## src/rtl/fa_call_scheduler.sv

```systemverilog
// fa_call_scheduler: flight-attendant call scheduler.
//   Collects per-seat call requests into a pending vector, offers one call at a
//   time to the attendant in round-robin order, tracks the call in service, and
//   raises an escalation chime when a call has waited too long.
// Ports:
//   clk            - single clock, all state updates on the rising edge
//   reset          - synchronous active-high reset
//   call_button    - per-seat call request (level-sampled each edge)
//   cancel_button  - per-seat cancel (level-sampled each edge, beats call)
//   attendant_ack  - attendant accepts the offered call (OFFER only)
//   attendant_done - attendant finishes the call in service (SERVE only)
//   light_state    - per-seat light: pending OR in service
//   grant_valid    - a call is being offered
//   grant_seat     - seat offered or in service
//   busy           - a call is in service
//   pending_count  - number of pending seats (0..4)
//   chime          - escalation alert, high while the wait counter is saturated
module fa_call_scheduler #(
    parameter int NSEAT     = 4,
    parameter int ESC_LIMIT = 15
) (
    input  logic             clk,
    input  logic             reset,
    input  logic [NSEAT-1:0] call_button,
    input  logic [NSEAT-1:0] cancel_button,
    input  logic             attendant_ack,
    input  logic             attendant_done,
    output logic [NSEAT-1:0] light_state,
    output logic             grant_valid,
    output logic [1:0]       grant_seat,
    output logic             busy,
    output logic [2:0]       pending_count,
    output logic             chime
);

    typedef enum logic [1:0] {
        IDLE  = 2'd0,
        OFFER = 2'd1,
        SERVE = 2'd2
    } state_t;

    state_t           r_state;
    state_t           w_state_next;
    logic [NSEAT-1:0] r_pending;
    logic [NSEAT-1:0] w_pend_next;
    logic [1:0]       r_grant_seat;
    logic [1:0]       r_rr_ptr;
    logic [3:0]       r_wait_cnt;

    logic [NSEAT-1:0] w_grant_oh;
    logic [NSEAT-1:0] w_serve_mask;
    logic [NSEAT-1:0] w_ack_clear;
    logic [NSEAT-1:0] w_avail;
    logic             w_found;
    logic [1:0]       w_pick;
    logic [1:0]       w_idx;
    logic             w_grant_cancel;

    // Population count of the pending vector.
    function automatic logic [2:0] popcount(input logic [NSEAT-1:0] v);
        logic [2:0] sum;
        sum = 3'd0;
        for (int i = 0; i < NSEAT; i++) begin
            sum = sum + {2'b00, v[i]};
        end
        return sum;
    endfunction

    assign w_grant_oh     = NSEAT'(1) << r_grant_seat;
    assign w_grant_cancel = |(cancel_button & w_grant_oh);
    // The seat in service is tracked by state + grant_seat, not by pending.
    assign w_serve_mask   = (r_state == SERVE) ? w_grant_oh : {NSEAT{1'b0}};
    // A seat being cancelled on this edge is not worth offering.
    assign w_avail        = r_pending & ~cancel_button;

    // Pending vector update: calls set, cancels clear (cancel wins), accepted
    // offer clears, calls on the in-service seat are ignored.
    always_comb begin
        w_ack_clear = {NSEAT{1'b0}};
        if (r_state == OFFER && attendant_ack) begin
            w_ack_clear = w_grant_oh;
        end else begin
            w_ack_clear = {NSEAT{1'b0}};
        end
        w_pend_next = (r_pending | (call_button & ~w_serve_mask))
                      & ~cancel_button & ~w_ack_clear;
    end

    // Round-robin pick: first available seat scanning from rr_ptr upwards.
    always_comb begin
        w_found = 1'b0;
        w_pick  = 2'd0;
        w_idx   = 2'd0;
        for (int k = 0; k < NSEAT; k++) begin
            w_idx = r_rr_ptr + 2'(k);
            if (!w_found && w_avail[w_idx]) begin
                w_found = 1'b1;
                w_pick  = w_idx;
            end else begin
                w_found = w_found;
            end
        end
    end

    // Next-state logic; a cancel of the granted seat beats a simultaneous ack.
    always_comb begin
        w_state_next = r_state;
        case (r_state)
            IDLE: begin
                if (w_found) w_state_next = OFFER;
                else         w_state_next = IDLE;
            end
            OFFER: begin
                if (w_grant_cancel)     w_state_next = IDLE;
                else if (attendant_ack) w_state_next = SERVE;
                else                    w_state_next = OFFER;
            end
            SERVE: begin
                if (attendant_done || w_grant_cancel) w_state_next = IDLE;
                else                                  w_state_next = SERVE;
            end
            default: w_state_next = IDLE;
        endcase
    end

    // State, pending vector and grant bookkeeping registers.
    always_ff @(posedge clk) begin
        if (reset) begin
            r_state      <= IDLE;
            r_pending    <= {NSEAT{1'b0}};
            r_grant_seat <= 2'd0;
            r_rr_ptr     <= 2'd0;
        end else begin
            r_state   <= w_state_next;
            r_pending <= w_pend_next;
            if (r_state == IDLE && w_found) begin
                r_grant_seat <= w_pick;
            end
            // Only a finished/cancelled service moves the round-robin pointer.
            if (r_state == SERVE && w_state_next == IDLE) begin
                r_rr_ptr <= r_grant_seat + 2'd1;
            end
        end
    end

    // Wait counter: counts while calls wait outside SERVE, saturates at the limit.
    always_ff @(posedge clk) begin
        if (reset) begin
            r_wait_cnt <= 4'd0;
        end else if (r_state == OFFER && w_state_next == SERVE) begin
            r_wait_cnt <= 4'd0;
        end else if (r_pending == {NSEAT{1'b0}}) begin
            r_wait_cnt <= 4'd0;
        end else if (r_state != SERVE && r_wait_cnt != 4'(ESC_LIMIT)) begin
            r_wait_cnt <= r_wait_cnt + 4'd1;
        end
    end

    assign light_state   = r_pending | w_serve_mask;
    assign grant_valid   = (r_state == OFFER);
    assign busy          = (r_state == SERVE);
    assign grant_seat    = r_grant_seat;
    assign pending_count = popcount(r_pending);
    assign chime         = (r_wait_cnt == 4'(ESC_LIMIT));

endmodule

```

## config.mk

```make
export PLATFORM = sky130hd
export DESIGN_NAME = fa_call_scheduler
export DESIGN_NICKNAME = d
export VERILOG_FILES = /design/src/rtl/fa_call_scheduler.sv
export SDC_FILE = /design/constraint.sdc
export NUM_CORES = 1
export LEC_CHECK = 0
export CAP_MARGIN = 0
export CORE_UTILIZATION = 50
export DETAILED_ROUTE_END_ITERATION = 12
export DONT_BUFFER_PORTS = 1
export GPL_TIMING_DRIVEN = 0
export PLACE_DENSITY = 0.62
export SKIP_CTS_REPAIR_TIMING = 1
export SYNTH_ARGS = -nofsm -noshare
export SYNTH_HDL_FRONTEND = slang
export SYNTH_SLANG_ARGS = --single-unit
export TNS_END_PERCENT = 1
```

## constraint.sdc

```tcl
create_clock -name clk -period 2 [get_ports clk]
set_input_delay 0.2 -clock clk [delete_from_list [all_inputs] [get_ports clk]]
set_output_delay 0.2 -clock clk [all_outputs]
set_load 0.02 [all_outputs]
```

After elaboration in Yosys (flattened, before gate mapping)
Cells that the tools add are included.
{ "totals": {"reg_bits": 14, "wordCells": 74} }
{ "op_classes": {"addsub": 8, "n_lt_le_gt_ge": 4, "eq_ne": 6, "n_shift": 1, "mux": 23, "n_bitwise": 10, "reduce_logical": 17} }
{ "op_table": {"columns": ["op", "count"], "rows": [
  ["$and 4x4->4", 5],
  ["$mux 2", 7],
  ["$lt 2x3->1 const B", 4],
  ["$not 4->4", 3],
  ["$mux 1", 9],
  ["$bmux 1 s2", 4],
  ["$logic_and 1x1->1", 8],
  ["$mux 4", 2],
  ["$or 4x4->4", 2],
  ["$pmux 2 s3", 1],
  ["$add 2x1->2 const B", 2],
  ["$add 2x2->2 const B", 2],
  ["$add 4x1->4 const B", 1],
  ["$eq 2x2->1 const B", 2],
  ["$eq 4x4->1 const B", 1],
  ["$logic_not 2->1", 2],
  ["$logic_not 4->1", 1],
  ["$ne 4x4->1 const B", 1],
  ["$reduce_or 4->1", 1],
  ["$shl 1x2->4 const A", 1],
  ["$add 2x1->3", 1],
  ["$add 3x1->3", 1],
  ["$logic_not 1->1", 3],
  ["$reduce_or 3->1", 1],
  ["other kinds (4)", 4]
]} }

Logic depth before layout (Yosys ltp)
{ "depth": {"ltp_word": 19, "depth_mapped": 6, "depth_no_buf": 6} }

Least setup slack after synthesis
Ideal clock, no wire load.
{ "synth_path": {"path_kind": "reg2out", "from": "reg r_pending[0]", "to": "out pending_count[1]", "arrival_time_ns": 1.527, "path_slack_ns": 0.273, "path_stages_with_launch": 6, "n_path_buf": 0, "path_cell_list": "dfxtp_1 -> inv_1 -> fa_1 -> inv_1 -> ha_1 -> ha_1"} }
{ "synth_via": {"elab_chain_len": 3} }
{ "synth_rtl": {"columns": ["item", "line", "rtl"], "rows": [
  ["start: declaration", "44", "logic [NSEAT-1:0] r_pending;"],
  ["start signal: assignment", "130", "r_pending <= {NSEAT{1'b0}};"],
  ["start signal: assignment", "135", "r_pending <= w_pend_next;"],
  ["$add 1x1->2", "64", "sum = sum + {2'b00, v[i]};"],
  ["$add 2x1->3", "64", null],
  ["$add 3x1->3", "64", null],
  ["end: declaration", "32", "output logic [2:0] pending_count,"]
]} }
Every way passes these cells.

Worst setup path in the final report
Ends and elaborated chain as after synthesis.

==> results.toml <==
[outcome]
status = "finished with violations"
violations = "DRC"

[cells_and_area]
drive_gt1_frac = 0.1130
layoutNonFillerInstCount = 131
final_cell_mix = "nand2_1, dfxtp_1, nor2_1"
syn_to_final_growth_pct = 11.99
fillers = 152
final_common_cell = "nand2_1"
final_area_um2 = 993.5
diodes = 0
layout.nets = 138

[floorplanning]
die_w_um = 44.12
rows = 14
die-height_um = 44.12
start_util = 0.5627
core-area_um2 = 1577
io_pins = 24
dieArea_um2 = 1947

[sta]
clock_skew_ns = 0.006420
grt_setup_unrepaired = "yes"
fin_crit_sh = 0.9841
setup_viol = 0
worst_slew_pin_slew_ns = 0.5394
slew_viol_final = 0
layout_setup_ws_ns = 0.03173
period_minus_slack_ns = 1.968
hold-worst-slack_ns = 0.08383
finalHoldViolations = 0
max-slew-margin-rel = 0.6397
max_freq_mhz = 508.1

[worst_setup_path]
worstSetupPathType = "flop to primary output"
crit_path_end_kind = "primary output"
cp_max_fo = 4
worst-r2r-cell-count = 6
start_kind = "flop"
arrival_ns = 1.77
crit_required_ns = 1.80

[synthesis]
synth_top_cell_by_area = "dfxtp_1"
synth-main-ff-cell = "dfxtp_1"
yosys.area.top_type_share = 0.3159
ys_ff_latch = 14
synth_cell_type_count = 34
ys_warn_count = 0
synthTopCellsByArea = "dfxtp_1, ha_1, nand2_1"
syn_area_um2 = 887.1
postSynthCellCount = 107
syn_area_per_cell_um2 = 8.291
synthesis.nets = 128
synth_edf_count = 0
yosysSeqAreaShare = 0.3159
async_reset_ff_frac = 0

[min_path]
hp-class = "primary input to flop"
whs_path_depth = 2

[placed_design]
placed_area_um2 = 907.1
dpl.hpwl_um = 1555
io_buffers = 0
place_ws_ns = 0.04231
routabilityCongestion = 0.7748
dp_cells = 123

[cts]
root_buffer = "clkbuf_4"
cts-htree-levels = 1
clk_path_buf_depth = 2
clock-sinks = 14
clkTransAtPathRegs_ns = 0.08
cts_made_buffers = 3
cts_tree = "done"
clock_latency_ns = 0.28

[pwr]
vdd_drop_max_v = 0.0004917
powerDensity_nw_per_um2 = 587.8
power.total_w = 0.0005840
power_leakage_nw = 0.4073

[detailed_routing]
drc = 2
drt-total-wl_um = 2037
initialDrtViolationCount = 13
vias = 807
drt-wirelength-per-cell_um = 15.55
antenna_left = 0
viasPerCell = 6.160
firstDrtPassIters = 11

[global_routing]
grt_max_degree = 11
grt_use_total = 0.2259
grt_first_pass_wirelength_um = 3208
grt-ovfl-total = 0
antenna_found_initial = 0
grt_pass1_vias = 714

[flow_run]
max_cap_viol_count = 0
cells by family (layout without fill, tap and decap cells):
family                     Yosys count  count (layout)  share of synthesized area
and+or+nand+nor                     40              40                     0.2200
AOI/OAI and AO/OA                   29              29                     0.2355
DFF                                 14              14                     0.3159
buffers and inverters               11              19                    0.05218
adders and majority gates            9               9                     0.1354
xor gates and xnor gates             3               3                    0.02962
muxes                                1               1                    0.01128
registers in the layout, summed over array words and instances (netlist names):
register / flops
r_pending: 4
r_wait_cnt: 4
grant_seat: 2
r_rr_ptr: 2
r_state: 2
layer usage:
metal,track usage,routed length [µm],vias up,part of all wire
met5,0,0,-,0
met4,0.05455,8,0,0.0039
met3,0.08571,113,2,0.055
met2,0.3676,996,21,0.49
met1,0.2821,919,384,0.45
li1,-,-,400,-
worst max-delay path, stage by stage, from the launching register on:
cell and delay (ns):
dfxtp_2 0.36, inv_2 0.06, fa_1 0.53, inv_1 0.04, ha_1 0.20, ha_4 0.30
Yosys cell counts, drive strengths merged, types with 3 or more instances:
library cell / count
nand2: 13
a2111oi: 5
nand2b: 3
nand3: 4
nor2b: 4
dfxtp: 14
nor2: 10
ha: 8
inv: 10
a21oi: 8
where the power goes:
part           internal (W)  total, W  switching (W)
Sequential         0.000292  0.000310      0.0000175
Combinational     0.0000474  0.000117      0.0000694
Clock             0.0000698  0.000157      0.0000877
path summary, 6_finish.rpt:
path	start	to	slack, ns
worst min register to register	r_wait_cnt[1]	r_wait_cnt[1]	0.49
worst min-delay path	call_button[0]	r_pending[0]	0.08
worst max register to register	grant_seat[1]	r_wait_cnt[2]	0.22
worst max-delay path	r_pending[0]	pending_count[1]	0.03
stage by stage:
stage                       util   TNS, ns
after floorplan                -         0
after global placement    0.5754         0
after detailed placement  0.5754         0
after CTS                 0.5897   -0.1383
after global routing      0.6302  -0.02658
final                     0.6302         0
area by class of cell:
class / instances / area [µm²] / share of cell area
inverters: 10 / 37.54 / 0.03778
clock buffers: 3 / 22.52 / 0.02267
flip-flops and latches: 14 / 284.0 / 0.2859
repair buffers: 5 / 47.55 / 0.04786
multi-input cells: 82 / 573.1 / 0.5768
plain buffers: 1 / 8.758 / 0.008816
well taps: 16 / 20.02 / 0.02015
No activity file was read; power rests on OpenSTA's default activity.
